$ cat config.mk
export PLATFORM = sky130hd
export DESIGN_NAME = fetch_stage
export DESIGN_NICKNAME = d
export VERILOG_FILES = /design/src/rtl/fetch_stage.sv
export SDC_FILE = /design/constraint.sdc
export NUM_CORES = 1
export LEC_CHECK = 0
export ABC_CLOCK_PERIOD_IN_PS = 2700
export CORE_AREA = 2 2 123 125
export DETAILED_ROUTE_END_ITERATION = 6
export DIE_AREA = 0 0 125 127
export DONT_BUFFER_PORTS = 1
export HOLD_SLACK_MARGIN = 0.15
export PLACE_DENSITY = 0.69
export SLEW_MARGIN = 20
export SYNTH_ARGS = -nofsm -noshare
export SYNTH_HDL_FRONTEND = slang
export SYNTH_SLANG_ARGS = --single-unit
$ cat constraint.sdc
create_clock -name clk -period 2.7 [get_ports clk]
set_input_delay 0.405 -clock clk [delete_from_list [all_inputs] [get_ports clk]]
set_output_delay 0.405 -clock clk [all_outputs]
set_load 0.1 [all_outputs]
$ cat src/rtl/fetch_stage.sv
// Instruction fetch stage: issues one memory read at a time from the program
// counter address and buffers returned instructions in a 2-entry queue that
// feeds decode. A flush empties the queue and discards any response still
// in flight.
//
// Optional feature: define FETCH_PERF_CNT_EN to add the 32-bit stall_cnt
// output, which counts the cycles in which the program counter is held.

module fetch_stage #(
    parameter int data_size = 32
) (
    input  logic                 clk,
    input  logic                 reset,
    input  logic [data_size-1:0] PC_in,
    output logic                 pc_hold,
    output logic                 imem_req,
    output logic [data_size-1:0] imem_addr,
    input  logic                 imem_gnt,
    input  logic                 imem_rvalid,
    input  logic [data_size-1:0] imem_rdata,
    input  logic                 flush,
    output logic                 IF_valid,
    output logic [data_size-1:0] IF_instr,
    output logic [data_size-1:0] IF_pc_plus4,
    input  logic                 ID_ready
`ifdef FETCH_PERF_CNT_EN
    ,
    output logic [31:0]          stall_cnt
`endif
);

    typedef enum logic [1:0] {
        IDLE = 2'd0,
        WAIT = 2'd1,
        DROP = 2'd2
    } state_t;

    state_t               state;
    state_t               state_next;
    logic [1:0]           count;
    logic [data_size-1:0] inflight_addr;
    logic [data_size-1:0] fifo_addr  [2];
    logic [data_size-1:0] fifo_instr [2];
    logic                 accept;
    logic                 push;
    logic                 pop;
    logic                 wr_idx;

    // Handshake and queue control; reset gates the request so the PC holds
    always_comb begin
        imem_req  = reset && (state == IDLE) && (count < 2'd2) && !flush;
        imem_addr = PC_in;
        accept    = imem_req && imem_gnt;
        pc_hold   = !accept;
        IF_valid  = (count != 2'd0);
        push      = (state == WAIT) && imem_rvalid && !flush;
        pop       = IF_valid && ID_ready && !flush;
        wr_idx    = (count == 2'd2) || ((count == 2'd1) && !pop);
    end

    // Queue head is always entry 0
    always_comb begin
        IF_instr    = fifo_instr[0];
        IF_pc_plus4 = fifo_addr[0] + data_size'(4);
    end

    // Fetch FSM state register
    always_ff @(posedge clk or negedge reset) begin
        if (!reset) begin
            state <= IDLE;
        end else begin
            state <= state_next;
        end
    end

    // Next-state logic: a flush before the response arrives must swallow it in DROP
    always_comb begin
        state_next = state;
        case (state)
            IDLE: begin
                if (accept) begin
                    state_next = WAIT;
                end
            end
            WAIT: begin
                if (imem_rvalid) begin
                    state_next = IDLE;
                end else if (flush) begin
                    state_next = DROP;
                end
            end
            DROP: begin
                if (imem_rvalid) begin
                    state_next = IDLE;
                end
            end
            default: state_next = IDLE;
        endcase
    end

    // Remember the address of the outstanding request for tagging its response
    always_ff @(posedge clk or negedge reset) begin
        if (!reset) begin
            inflight_addr <= '0;
        end else if (accept) begin
            inflight_addr <= PC_in;
        end
    end

    // Shift-on-pop queue; a push lands behind whatever survives the pop
    always_ff @(posedge clk or negedge reset) begin
        if (!reset) begin
            count         <= 2'd0;
            fifo_addr[0]  <= '0;
            fifo_addr[1]  <= '0;
            fifo_instr[0] <= '0;
            fifo_instr[1] <= '0;
        end else if (flush) begin
            count <= 2'd0;
        end else begin
            if (pop) begin
                fifo_addr[0]  <= fifo_addr[1];
                fifo_instr[0] <= fifo_instr[1];
            end
            if (push) begin
                fifo_addr[wr_idx]  <= inflight_addr;
                fifo_instr[wr_idx] <= imem_rdata;
            end
            count <= count + {1'b0, push} - {1'b0, pop};
        end
    end

`ifdef FETCH_PERF_CNT_EN
    // Count every cycle in which the program counter is held
    always_ff @(posedge clk or negedge reset) begin
        if (!reset) begin
            stall_cnt <= 32'd0;
        end else if (pc_hold) begin
            stall_cnt <= stall_cnt + 32'd1;
        end
    end
`endif

endmodule
==> flow_metrics.py, run 1 <==
metrics = {
    "critical_path": {
        "r2r_cells": 5,
        "crit_fanout": 8,
        "cp_cell_sequence": "and4_4, nand2_1, nor4_2, xor2_2, buf_12",
        "cp.required_ps": 2300,
        "critPathLaunch": "fifo_addr[36]$_DFFE_PN0N_",
        "worst_path_dominant_cell_family": "simple AND/OR/NAND/NOR gates",
        "r2r_end": "IF_instr[4]$_DFFE_PN0N_",
        "cp_num_buf_inv": 1,
        "critPathKind": "reg -> out",
        "endpoint_kind": "primary output",
        "crit_arrival_ps": 2210,
        "start_kind": "flop",
        "critPathSlowestCell": "dfrtp_1",
        "timing.rr.start": "state[1]$_DFFE_PN0P_",
        "cpPeakStageDelay_ps": 470,
        "regToRegSetupSlack_ps": 380,
        "crit_path_end": "IF_pc_plus4[23]",
        "crit_cells": 5,
    },
    "synth": {
        "async_reset_ff_frac": 1.00,
        "synth_edf_count": 0,
        "synth_top_family_by_area": "simple AND/OR/NAND/NOR gates",
        "synthSimpleGateAreaFrac": 0.200,
        "synth_fp_nets": 812,
        "synth.yosys.seq_area_share": 0.525,
        "synth_top_flop_cell": "dfrtp_1",
        "syn_area_um2": 7810,
        "yosys.cell_types.count": 34,
        "yosys.area.top_type": "dfrtp_1",
        "muxShareOfSynthArea": 0.138,
        "synthXorXnorAreaFrac": 0.0336,
        "ys.warnings.count": 0,
        "synth_fa_ha_area_frac": 0.00480,
        "syn_area_per_cell_um2": 10.6,
        "synthTopCellsByArea": "dfrtp_1 (53%), mux2_2 (14%), nor3_1 (8.5%), buf_4 (6.6%), nor2_1 (6.4%)",
        "syn_inst": 739,
        "synth_compound_area_frac": 0.00609,
        "synth_top_area_frac": 0.525,
        "synth_seq_cells": 164,
    },
    "power": {
        "vdd_drop_max_mv": 0.850,
        "p_leak_nw": 4.32,
        "p_total_mw": 12.3,
        "powerDensity_nw_per_um2": 1310,
    },
    "global_routing": {
        "grt_max_degree": 166,
        "grt_pass1_wl_um": 28800,
        "first_global_vias": 5694,
        "grt_usage": 0.229,
        "grt-ovfl-total": 0,
        "antenna_found_initial": 0,
    },
    "route": {
        "num_vias": 5393,
        "ant_nets": 0,
        "wirelength_um": 17400,
        "dr.pass1.iters": 5,
        "vias_per_cell": 5.64,
        "drt_iter0_markers": 309,
        "avgRoutedWirePerCell_um": 18.1,
        "drc": 0,
    },
    "outcome": {
        "violations": "negative hold slack",
        "status": "finished with violations",
    },
    "finish": {
        "layout_commonest_cell": "dfrtp_1",
        "fin_util": 0.653,
        "drive_gt1_frac": 0.294,
        "syn2layout_area_growth_pct": 20.6,
        "num-nets-final": 833,
        "final_cells": 957,
        "mostFrequentLayoutCells": "dfrtp_1 (163), nor2_1 (134), nor3_1 (129)",
        "fin_area_um2": 9420,
    },
    "timing": {
        "tightest_slew_ps": 936,
        "hold_viol": 164,
        "setup-violations-final": 0,
        "final_max_slew_viol_count": 0,
        "fin_ws_ps": 86.1,
        "period_share": 0.968,
        "skew_ps": 10.9,
        "max_freq_ghz": 0.383,
        "slew_headroom": 0.376,
        "finalCriticalPeriod_ps": 2610,
        "whs_ps": -331,
    },
    "clocking": {
        "clk_path_buf_depth": 2,
        "cts_tree": "yes",
        "clk_pin_slew_worst_paths_ps": 60,
        "insertion_delay_ps": 430,
        "cts.sink_count": 164,
        "numCtsBuffers": 17,
        "htree_levels": 4,
        "cts_root_buf": "clkbuf_16",
        "hold_buffers": 67,
    },
    "floorplanning": {
        "core_area_um2": 14400,
        "die_area_um2": 15900,
        "io_pins": 169,
        "start_util": 0.542,
        "die_w_um": 125,
        "die_height_um": 127,
        "rows": 44,
    },
    "placement": {
        "preCtsSetupSlack_ps": 204,
        "port_buffers": 0,
        "post_dp_cell_area_um2": 8050,
        "dpl.cell_count": 857,
        "hpwl_um": 10700,
        "gp_congestion": 0.844,
    },
    "hold_path": {
        "hold_class": "in -> async",
    },
    "job": {
        "drv_cap": 0,
    },
}
through the flow:
| stage | TNS (ps) | hold slack [ps] |
|---|---|---|
| 2_1_floorplan | 0 | 109 |
| 6_report | 0 | -331 |
| 3_3_place_gp | 0 | 114 |
| 3_5_place_dp | 0 | 113 |
| 5_1_grt | -36.2 | -355 |
| 4_1_cts | -57.8 | -347 |
routing by layer:
layer / wire length (um) / global-route usage
met5: 0 / 0
met4: 329 / 0.0902
met3: 1110 / 0.0624
met2: 8880 / 0.391
met1: 7050 / 0.278
cells by family (layout without fill, tap and decap cells):
family	Yosys count	after routing
simple gates	326	326
flops	164	164
fa+ha+maj	3	3
xor+xnor	30	30
mux	96	96
other cells	0	1
buf+inv	114	147
compound gates	6	6
worst reg2reg max path: stages, from the launching register on:
cell	delay, ps
dfrtp_1	420
and4bb_4	410
a32o_2	740
buf_12	310
nor2_1	100
nor3_1	250
cell usage after synthesis, types with 2 or more instances:
library cell,count
nor4_1,2
and4_1,6
inv_1,6
nand4_1,4
xnor2_1,14
buf_2,25
mux2_2,96
dfrtp_1,164
nand2_1,15
nor2_1,134
nand2_2,2
ha_1,3
xor2_1,16
nand3_1,6
a21oi_1,2
clkbuf_1,14
nor4_2,4
and2_1,3
buf_4,69
nand2b_1,4
and3_1,5
nor3_1,133
layout make-up:
cell class | instances | area, um^2
well taps | 184 | 230
fillers | 1056 | 5000
diodes | 1 | 2.50
clock buffers | 19 | 443
multi-input cells | 461 | 3330
inverters | 6 | 22.5
flip-flops and latches | 164 | 4110
clock inverters | 12 | 130
repair buffers | 110 | 1160
report_power, final:
part           leakage, nW  switching (mW)  total (mW)  internal, mW
registers             2.06            2.66        5.74          3.08
logic                 1.98            2.83        4.24          1.41
clock network        0.279           0.970        2.35          1.38
how the worst min path moves through the flow:
stage | endpoint | slack [ps] | cells after the start
after floorplan | IF_instr[0]$_DFFE_PN0N_ | 110 | 0
after global placement | async pin | 110 | 0
after detailed placement | async pin | 110 | 0
after CTS | async pin | -350 | 0
after global routing | IF_instr[13]$_DFFE_PN0N_ | -350 | 0
final | async pin | -330 | 0
timing repair:
| item | 4_1_cts | 5_1_grt |
|---|---|---|
| buffers inserted | 0 | 1 |
| setup endpoints to repair | 17 | 16 |
| hold endpoints to repair | 256 | 164 |
| resized for setup | 14 | 11 |
| pin swaps | 0 | 2 |
No activity file was read; power rests on OpenSTA's default activity.
==> inputs of run 2 (changes only) <==
--- a/config.mk
+++ b/config.mk
@@ -6,12 +6,11 @@
 export NUM_CORES = 1
 export LEC_CHECK = 0
 export ABC_CLOCK_PERIOD_IN_PS = 2700
-export CORE_AREA = 2 2 123 125
+export CORE_AREA = 2 2 135 137
 export DETAILED_ROUTE_END_ITERATION = 6
-export DIE_AREA = 0 0 125 127
+export DIE_AREA = 0 0 137 139
 export DONT_BUFFER_PORTS = 1
 export HOLD_SLACK_MARGIN = 0.15
-export PLACE_DENSITY = 0.69
 export SLEW_MARGIN = 20
 export SYNTH_ARGS = -nofsm -noshare
 export SYNTH_HDL_FRONTEND = slang
==> run 2 against run 1 <==
Effect of this change: the flow still finishes with violations (negative hold slack); sequential cell count is the same; clock power up 6%; utilization down 11 points; cell count up 4.7%; largest power group unchanged.
==> flow_metrics.py, run 2 (synthesis gave the netlist of run 1 again) <==
metrics = {
    "outcome": {
        "status": "finished with violations",
        "violations": "negative hold slack",
    },
    "timing": {
        "hold_viol": 164,
        "setup-violations-final": 0,
        "final_max_slew_viol_count": 0,
        "period_share": 0.965,
        "max_freq_ghz": 0.384,
        "tightest_slew_ps": 951,
        "finalCriticalPeriod_ps": 2600,
        "whs_ps": -321,
        "tns_ps": 0,
        "rsz0062_at_grt": "false",
        "skew_ps": 7.21,
        "fin_ws_ps": 95.2,
        "slew_headroom": 0.366,
    },
    "power": {
        "pwr-share-seq": 0.463,
        "pwr-share-comb": 0.338,
        "power.internal_mw": 6.02,
        "powerDensity_nw_per_um2": 1310,
        "swShare": 0.518,
        "clkPwrFrac": 0.199,
        "p_sw_mw": 6.48,
        "p_leak_nw": 4.34,
        "vdd_drop_max_mv": 1.15,
    },
    "route": {
        "avgRoutedWirePerCell_um": 17.5,
        "ant_nets": 0,
        "vias_per_cell": 5.32,
        "drc": 0,
        "dr.pass1.iters": 4,
        "num_vias": 5332,
        "drt_iter0_markers": 242,
        "wirelength_um": 17500,
    },
    "finish": {
        "fin_area_um2": 9550,
        "multi_input_area_um2": 3340,
        "num-nets-final": 832,
        "drive_gt1_frac": 0.295,
        "final_cells": 1002,
        "layout_commonest_cell": "dfrtp_1",
        "mostFrequentLayoutCells": "dfrtp_1 (160), nor2_1 (134), nor3_1 (131)",
        "nFillCells": 1470,
        "syn2layout_area_growth_pct": 22.2,
        "fin_util": 0.541,
        "seqCellArea_um2": 4110,
    },
    "critical_path": {
        "cp.required_ps": 2300,
        "r2r_end": "fifo_addr[49]$_DFFE_PN0N_",
        "cp_num_buf_inv": 1,
        "r2r_cells": 5,
        "start_kind": "flop",
        "critPathSlowestCell": "dfrtp_1",
        "crit_arrival_ps": 2200,
        "regToRegSetupSlack_ps": 410,
        "endpoint_kind": "primary output",
        "cp_cell_sequence": "and4_2, nand3_4, nor4_4, xor2_2, buf_12",
        "critPathKind": "reg -> out",
        "cpPeakStageDelay_ps": 460,
        "worst_path_dominant_cell_family": "simple AND/OR/NAND/NOR gates",
        "timing.rr.start": "state[1]$_DFFE_PN0P_",
        "crit_fanout": 9,
    },
    "floorplanning": {
        "rows": 49,
        "die_height_um": 139,
        "core_area_um2": 17700,
        "die_w_um": 137,
        "die_area_um2": 19000,
        "io_pins": 169,
        "start_util": 0.442,
    },
    "job": {
        "drv_cap": 0,
    },
    "clocking": {
        "numCtsBuffers": 17,
        "post_cts_buffers": 0,
        "clk_pin_slew_worst_paths_ps": 60,
        "clk_path_buf_depth": 2,
        "cts_root_buf": "clkbuf_16",
        "cts.sink_count": 164,
        "hold_buffers": 66,
        "insertion_delay_ps": 420,
        "cts_tree": "yes",
        "htree_levels": 4,
    },
    "global_routing": {
        "grt_max_degree": 166,
        "grt_usage": 0.193,
        "grt-ovfl-total": 0,
        "first_global_vias": 5670,
        "grt_pass1_wl_um": 28900,
        "antenna_found_initial": 1,
    },
    "placement": {
        "hpwl_um": 11100,
        "port_buffers": 0,
        "post_dp_cell_area_um2": 8140,
        "preCtsSetupSlack_ps": 235,
        "dpl.cell_count": 902,
        "gp_congestion": 0.781,
    },
    "hold_path": {
        "hold_class": "in -> async",
    },
}
==> run 2: per-stage QoR <==
stage	power [mW]	hold slack, ps
floorplan	9.41	109
global placement	9.82	116
detailed placement	9.90	115
CTS	12.6	-344
global route	13.0	-357
finish	12.5	-321
==> run 2: area by class of cell <==
| class | count | area share |
|---|---|---|
| antenna | 1 | 0.000262 |
| clock buffer | 21 | 0.0482 |
| clock inverter | 11 | 0.0160 |
| inverter | 6 | 0.00236 |
| multi-input combinational | 462 | 0.349 |
| sequential | 164 | 0.430 |
| tap | 229 | 0.0300 |
| timing repair buffer | 108 | 0.124 |
==> run 2: how the worst max path moves through the flow <==
stage | slack, ps | endpoint | cells after the start | start
3_5_place_dp | 240 | IF_pc_plus4[23] | 5 | fifo_addr[47]$_DFFE_PN0N_
5_1_grt | 0.7 | IF_pc_plus4[24] | 5 | fifo_addr[45]$_DFFE_PN0N_
3_3_place_gp | 310 | IF_pc_plus4[23] | 5 | fifo_addr[47]$_DFFE_PN0N_
4_1_cts | 30 | IF_pc_plus4[23] | 5 | fifo_addr[37]$_DFFE_PN0N_
6_report | 100 | IF_pc_plus4[24] | 5 | fifo_addr[43]$_DFFE_PN0N_
2_1_floorplan | 40 | IF_pc_plus4[23] | 5 | fifo_addr[47]$_DFFE_PN0N_
==> run 2: per-layer routing <==
| metal | GRT usage | vias to the layer above | part of all wire |
|---|---|---|---|
| met2 | 0.328 | 137 | 0.51 |
| met1 | 0.236 | 2702 | 0.42 |
| li1 | - | 2470 | - |
| met4 | 0.0608 | 0 | 0.018 |
| met5 | 0 | - | 0 |
| met3 | 0.0552 | 23 | 0.053 |
==> run 2: timing repair <==
item	in CTS	in global routing
gates resized for setup	13	13
setup endpoints to repair	15	14
hold endpoints to repair	261	164
pin swaps	0	1
gates cloned	0	1
==> run 2: power by group through the flow <==
stage	clock [mW]	combinational, mW	sequential [mW]
final	2.49	4.23	5.79
after global routing	2.67	4.44	5.88
after CTS	2.56	4.22	5.77
after detailed placement	0	4.10	5.80
after global placement	0	4.05	5.77
after floorplan	0	5.79	3.62
==> inputs of run 3 (changes only) <==
--- a/config.mk
+++ b/config.mk
@@ -11,7 +11,6 @@
 export DIE_AREA = 0 0 137 139
 export DONT_BUFFER_PORTS = 1
 export HOLD_SLACK_MARGIN = 0.15
-export SLEW_MARGIN = 20
 export SYNTH_ARGS = -nofsm -noshare
 export SYNTH_HDL_FRONTEND = slang
 export SYNTH_SLANG_ARGS = --single-unit
==> results of run 3 <==
No change in the layout: final DEF, timing and power equal those of run 2.
